[src/rtl/fetch_stage.sv]
// Instruction fetch stage: PC, I-cache request/hit handshake, IF/ID latch.
// Optional halt-on-opcode-0x3F support is enabled by defining FETCH_HALT_EN.
module fetch_stage #(
  parameter logic [31:0] PC_RESET = 32'h0000_0000
) (
  input  logic        CLK,
  input  logic        RST,
  input  logic        pc_en,
  input  logic        stall_ifid,
  input  logic        flush_ifid,
  input  logic        redirect,
  input  logic [31:0] redirect_pc,
  input  logic        ihit,
  input  logic [31:0] imemload,
  output logic        imemREN,
  output logic [31:0] imemaddr,
  output logic        ifid_valid,
  output logic [31:0] ifid_instr,
  output logic [31:0] ifid_pc,
  output logic [31:0] ifid_pc4,
  output logic        halted
);

`ifdef FETCH_HALT_EN
  typedef enum logic [1:0] {
    RUN,
    DRAIN,
    HALTED
  } state_e;
`else
  typedef enum logic [0:0] {
    RUN,
    DRAIN
  } state_e;
`endif

  state_e      state_q, state_d;
  logic [31:0] pc_q, pc_d;
  logic [31:0] pend_q, pend_d;
  logic        valid_q, valid_d;
  logic [31:0] instr_q, instr_d;
  logic [31:0] ipc_q, ipc_d;
  logic [31:0] ipc4_q, ipc4_d;
  logic [31:0] pc_plus4;
  logic        is_run;
  logic        accept;

  assign pc_plus4 = pc_q + 32'd4;
  assign is_run   = (state_q == RUN);
  assign accept   = is_run & ihit & pc_en & ~stall_ifid
                  & ~flush_ifid & ~redirect;

`ifdef FETCH_HALT_EN
  logic halted_q, halted_d;
  logic halt_op;

  assign halt_op = (imemload[31:26] == 6'h3F);
  assign imemREN = ~RST & (state_q != HALTED);
  assign halted  = halted_q;
`else
  assign imemREN = ~RST;
  assign halted  = 1'b0;
`endif

  assign imemaddr   = pc_q;
  assign ifid_valid = valid_q;
  assign ifid_instr = instr_q;
  assign ifid_pc    = ipc_q;
  assign ifid_pc4   = ipc4_q;

  always_comb begin
    state_d = state_q;
    pc_d    = pc_q;
    pend_d  = pend_q;
`ifdef FETCH_HALT_EN
    halted_d = halted_q;
`endif
    unique case (state_q)
      RUN: begin
        if (redirect && ihit) begin
          pc_d = redirect_pc;
        end else if (redirect) begin
          pend_d  = redirect_pc;
          state_d = DRAIN;
        end else if (accept) begin
`ifdef FETCH_HALT_EN
          if (halt_op) begin
            state_d  = HALTED;
            halted_d = 1'b1;
          end else begin
            pc_d = pc_plus4;
          end
`else
          pc_d = pc_plus4;
`endif
        end
      end
      DRAIN: begin
        // the in-flight word lands first; only then is the target requested
        if (redirect) pend_d = redirect_pc;
        if (ihit) begin
          pc_d    = redirect ? redirect_pc : pend_q;
          state_d = RUN;
        end
      end
`ifdef FETCH_HALT_EN
      HALTED: begin
        state_d = HALTED;
      end
      default: begin
        state_d = RUN;
      end
`endif
    endcase
  end

  always_comb begin
    valid_d = 1'b0;
    instr_d = 32'h0;
    ipc_d   = 32'h0;
    ipc4_d  = 32'h0;
    if (flush_ifid) begin
      valid_d = 1'b0;
    end else if (stall_ifid) begin
      valid_d = valid_q;
      instr_d = instr_q;
      ipc_d   = ipc_q;
      ipc4_d  = ipc4_q;
    end else if (accept) begin
      valid_d = 1'b1;
      instr_d = imemload;
      ipc_d   = pc_q;
      ipc4_d  = pc_plus4;
    end
  end

  always_ff @(posedge CLK or posedge RST) begin
    if (RST) begin
      state_q <= RUN;
      pc_q    <= PC_RESET;
      pend_q  <= 32'h0;
      valid_q <= 1'b0;
      instr_q <= 32'h0;
      ipc_q   <= 32'h0;
      ipc4_q  <= 32'h0;
    end else begin
      state_q <= state_d;
      pc_q    <= pc_d;
      pend_q  <= pend_d;
      valid_q <= valid_d;
      instr_q <= instr_d;
      ipc_q   <= ipc_d;
      ipc4_q  <= ipc4_d;
    end
  end

`ifdef FETCH_HALT_EN
  always_ff @(posedge CLK or posedge RST) begin
    if (RST) halted_q <= 1'b0;
    else     halted_q <= halted_d;
  end
`endif

endmodule

[config.mk]
export PLATFORM = sky130hd
export DESIGN_NAME = fetch_stage
export DESIGN_NICKNAME = d
export VERILOG_FILES = /design/src/rtl/fetch_stage.sv
export SDC_FILE = /design/constraint.sdc
export NUM_CORES = 1
export LEC_CHECK = 0
export CAP_MARGIN = 20
export CORE_ASPECT_RATIO = 1.25
export CORE_UTILIZATION = 39
export DETAILED_ROUTE_END_ITERATION = 8
export PLACE_DENSITY = 0.8
export RECOVER_POWER = 50
export SETUP_SLACK_MARGIN = 0.2
export SLEW_MARGIN = 20
export SYNTH_ARGS = -nofsm -noshare
export SYNTH_HDL_FRONTEND = slang
export SYNTH_SLANG_ARGS = --single-unit
[constraint.sdc]
create_clock -name CLK -period 4.9 [get_ports CLK]
set_input_delay 0.49 -clock CLK [delete_from_list [all_inputs] [get_ports CLK]]
set_output_delay 0.49 -clock CLK [all_outputs]
set_load 0.05 [all_outputs]
==> impl_results.md <==
* Arrival time at the worst endpoint at 2.71 ns
* Standard-cell row count at 54
* Ys Warns at 0
* Gp weighted congestion at roughly 0.86
* IO Count at about 200
* Routed Wire Length at around 20 mm
* Aggregate global-route resource usage at 0.224
* Violated checks: max-capacitance violations, max-slew violations
* RSZ-0062 raised after global routing: false
* WL/cell at ~19 um
* Vias at 5,964
* Core box area at ~18,000 um^2
* First-pass GRT wire length at approximately 32 mm
* Detail Route Antenna Nets at 0
* Post-CTS sizing at 0
* Nets at approximately 880
* Sink of the worst hold path: ifid_valid$_DFFE_PP0P_
* Min-Delay Path Class: reg -> reg
* Pin count of the biggest net entering global routing at 96
* Tmin final at ~3.2 ns
* Synth area leaders: dfrtp_1 (56%), a22o_1 (7.4%), mux2_2 (5.5%)
* Worst R2R Start: imemaddr[2]$_DFFE_PP0P_
* Hold_ws at 0.472 ns
* Number of buffers created by CTS at 17
* Die ar. at ~19,000 um^2
* Power density over cell area at 388 nW/um^2
* Post-synth top flop: dfrtp_1
* Post-synth EDFFs at 0
* Via density at around 5.7
* Hold path cells at 2
* Count leader, synth: dfrtp_1
* Post-CTS Setup Inserts at 0
* Status: finished with violations
* R2R setup slack at around 2.3 ns
* Worst reg2reg path endpoint: imemaddr[26]$_DFFE_PP0P_
* HPWL Detailed at 13.5 mm
* Slew HR at -0.0524
* Clock Latency Late Sink at approximately 0.43 ns
* Hold Crit Start: ifid_valid$_DFFE_PP0P_
* Final slew viol count at 64
* Max Fclk at 0.312 GHz
* TritonCTS clock tree: yes
* Final Power at 3840 uW
* Fin Setup TNS at 0 ns
* Worst slew pin tran at about 1.6 ns
* Yosys top cell by area: dfrtp_1
* Final Setup Violations at 0
* Mapped Area at between 7000 and 8000 um^2
* Post-synth top cells: dfrtp_1 (160), nand2_1 (67), a22o_1 (60), o21ai_0 (48), mux2_2 (35)
* Final worst-path cycle share at 0.653
* Initial Util at 0.403
* Pleak at around 0.0043 uW
* Die width at ~120 um
* H-Tree Depth at 4
* Critical path class: in -> out
* Clk_skew at between 0.009 and 0.01 ns
* Synthesized Nets at roughly 710
* Count of cell types in the netlist at 60
* Final Hold Viols at 0
* Grt total ovfl at 0
* Post-route DRC at 0
* CTS sink count at 160
* Area Growth Syn to Fin at 38.7%
* Fin util at 0.559
* Starting DRT DRC Count at around 450
* Post-Syn Instances at between 600 and 700
* WP data required at 4.41 ns
* Port Buf Inserts at 200
* Share of cells above drive strength 1 at 0.113
* Max-cap violations at 1
* Clock root cell: clkbuf_16
* Yosys top cell area share at 0.561
* CTS Hold Buffers Added at 0
* Longest Clk Path Bufs at 2
* #FFs+latches synth at 160
* Drt pass-1 iters at 5
* Max VDD drop at ~0.22 mV
* Clk slew on worst S/H paths at 0.06 ns
* Post-synth ARST share at 1.00
* Die Height at between 150 and 200 um
* Worst setup SP type: primary input
* Max FO, Critical Path at 21
* Initial antenna violation count at 2
* Syn_area_per_cell at approximately 11 um^2
* Sequential-to-total area share from yosys stat at 0.561
* Worst-case reg-to-reg path depth at 6
* Vias in the first global route at roughly 6,000
* CP endpoint kind: primary output
* Fillers at between 1,500 and 2,000
[state kept, by name (all words and copies together), names as in the netlist]
register and flops:
ifid_instr 32, ifid_pc 32, ifid_pc4 30, ifid_valid 1, imemaddr 32, pend_q 32
state_q 1
[cell families after synthesis]
kind of cell	synth area share
multiplexers	0.0552
XOR/XNOR	0.0331
AND/OR/NAND/NOR	0.109
buffers and inverters	0.0403
flip-flops	0.561
AO/OA/AOI/OAI	0.200
other	0.000525
adder cells (fa/ha/maj)	0.00175
[worst max path at each step]
stage | startpoint | endpoint | slack, ns | cells past startpoint
floorplan | RST | imemREN | 1.81 | 1
global placement | ihit | imemaddr[20]$_DFFE_PP0P_ | 1.85 | 7
detailed placement | ihit | imemaddr[20]$_DFFE_PP0P_ | 1.80 | 7
CTS | imemaddr[2]$_DFFE_PP0P_ | imemaddr[26]$_DFFE_PP0P_ | 2.00 | 6
global route | RST | imemREN | 1.45 | 3
finish | RST | imemREN | 1.70 | 3
[final cells by class]
class / count / area, um^2 / area share
diodes: 1 / 2.50 / 0.000253
flip-flops and latches: 160 / 4000 / 0.404
multi-input cells: 413 / 2890 / 0.292
clock inverters: 12 / 111 / 0.0112
well taps: 224 / 280 / 0.0283
clock buffers: 20 / 447 / 0.0451
repair buffers: 212 / 2140 / 0.216
inverters: 7 / 27.5 / 0.00278
[cell usage in the layout (no fill, tap or decap), types with 3 or more instances in the layout]
cell	count
nor2_1	19
a221oi_1	4
xor2_1	13
nor3_1	10
and4_1	3
o21ai_0	47
nand3_1	7
clkinv_4	4
a22o_1	60
o21a_1	5
a311oi_1	3
buf_4	7
a2bb2oi_1	6
a22oi_1	3
clkinvlp_4	3
nand3_2	4
a31oi_1	4
and3_1	9
o221ai_1	4
clkbuf_1	3
xnor2_1	14
o22a_1	4
inv_1	6
clkbuf_16	17
o22ai_1	19
nand2_1	67
a21oi_1	19
dlygate4sd3_1	64
clkdlybuf4s50_1	136
mux2_2	35
dfrtp_1	160
clkinv_2	3
nand4_1	12
[metal layers]
layer / GRT usage / vias up / share of wire
met4: 0.0998 / 2 / 0.029
met3: 0.0646 / 42 / 0.072
li1: - / 2701 / -
met2: 0.357 / 230 / 0.49
met1: 0.280 / 2989 / 0.41
met5: 0 / - / 0.00050
[where the power goes]
part           switching [uW]  total, uW  internal [uW]
registers                 190       1640           1450
clock network             537       1250            713
logic                     592        947            355
[critical path, stage by stage]
cell	delay (ns)
dlygate4sd3_1	0.54
clkinvlp_2	0.73
clkdlybuf4s50_1	0.94
[per-stage QoR]
step	area [um^2]	cells	setup WS, ns
CTS	9840	1046	2.00
global route	9900	1049	1.45
global placement	9280	1014	1.85
floorplan	7140	635	1.81
detailed placement	9280	1014	1.80
finish	9900	1049	1.70
No activity file was read; power rests on OpenSTA's default activity.
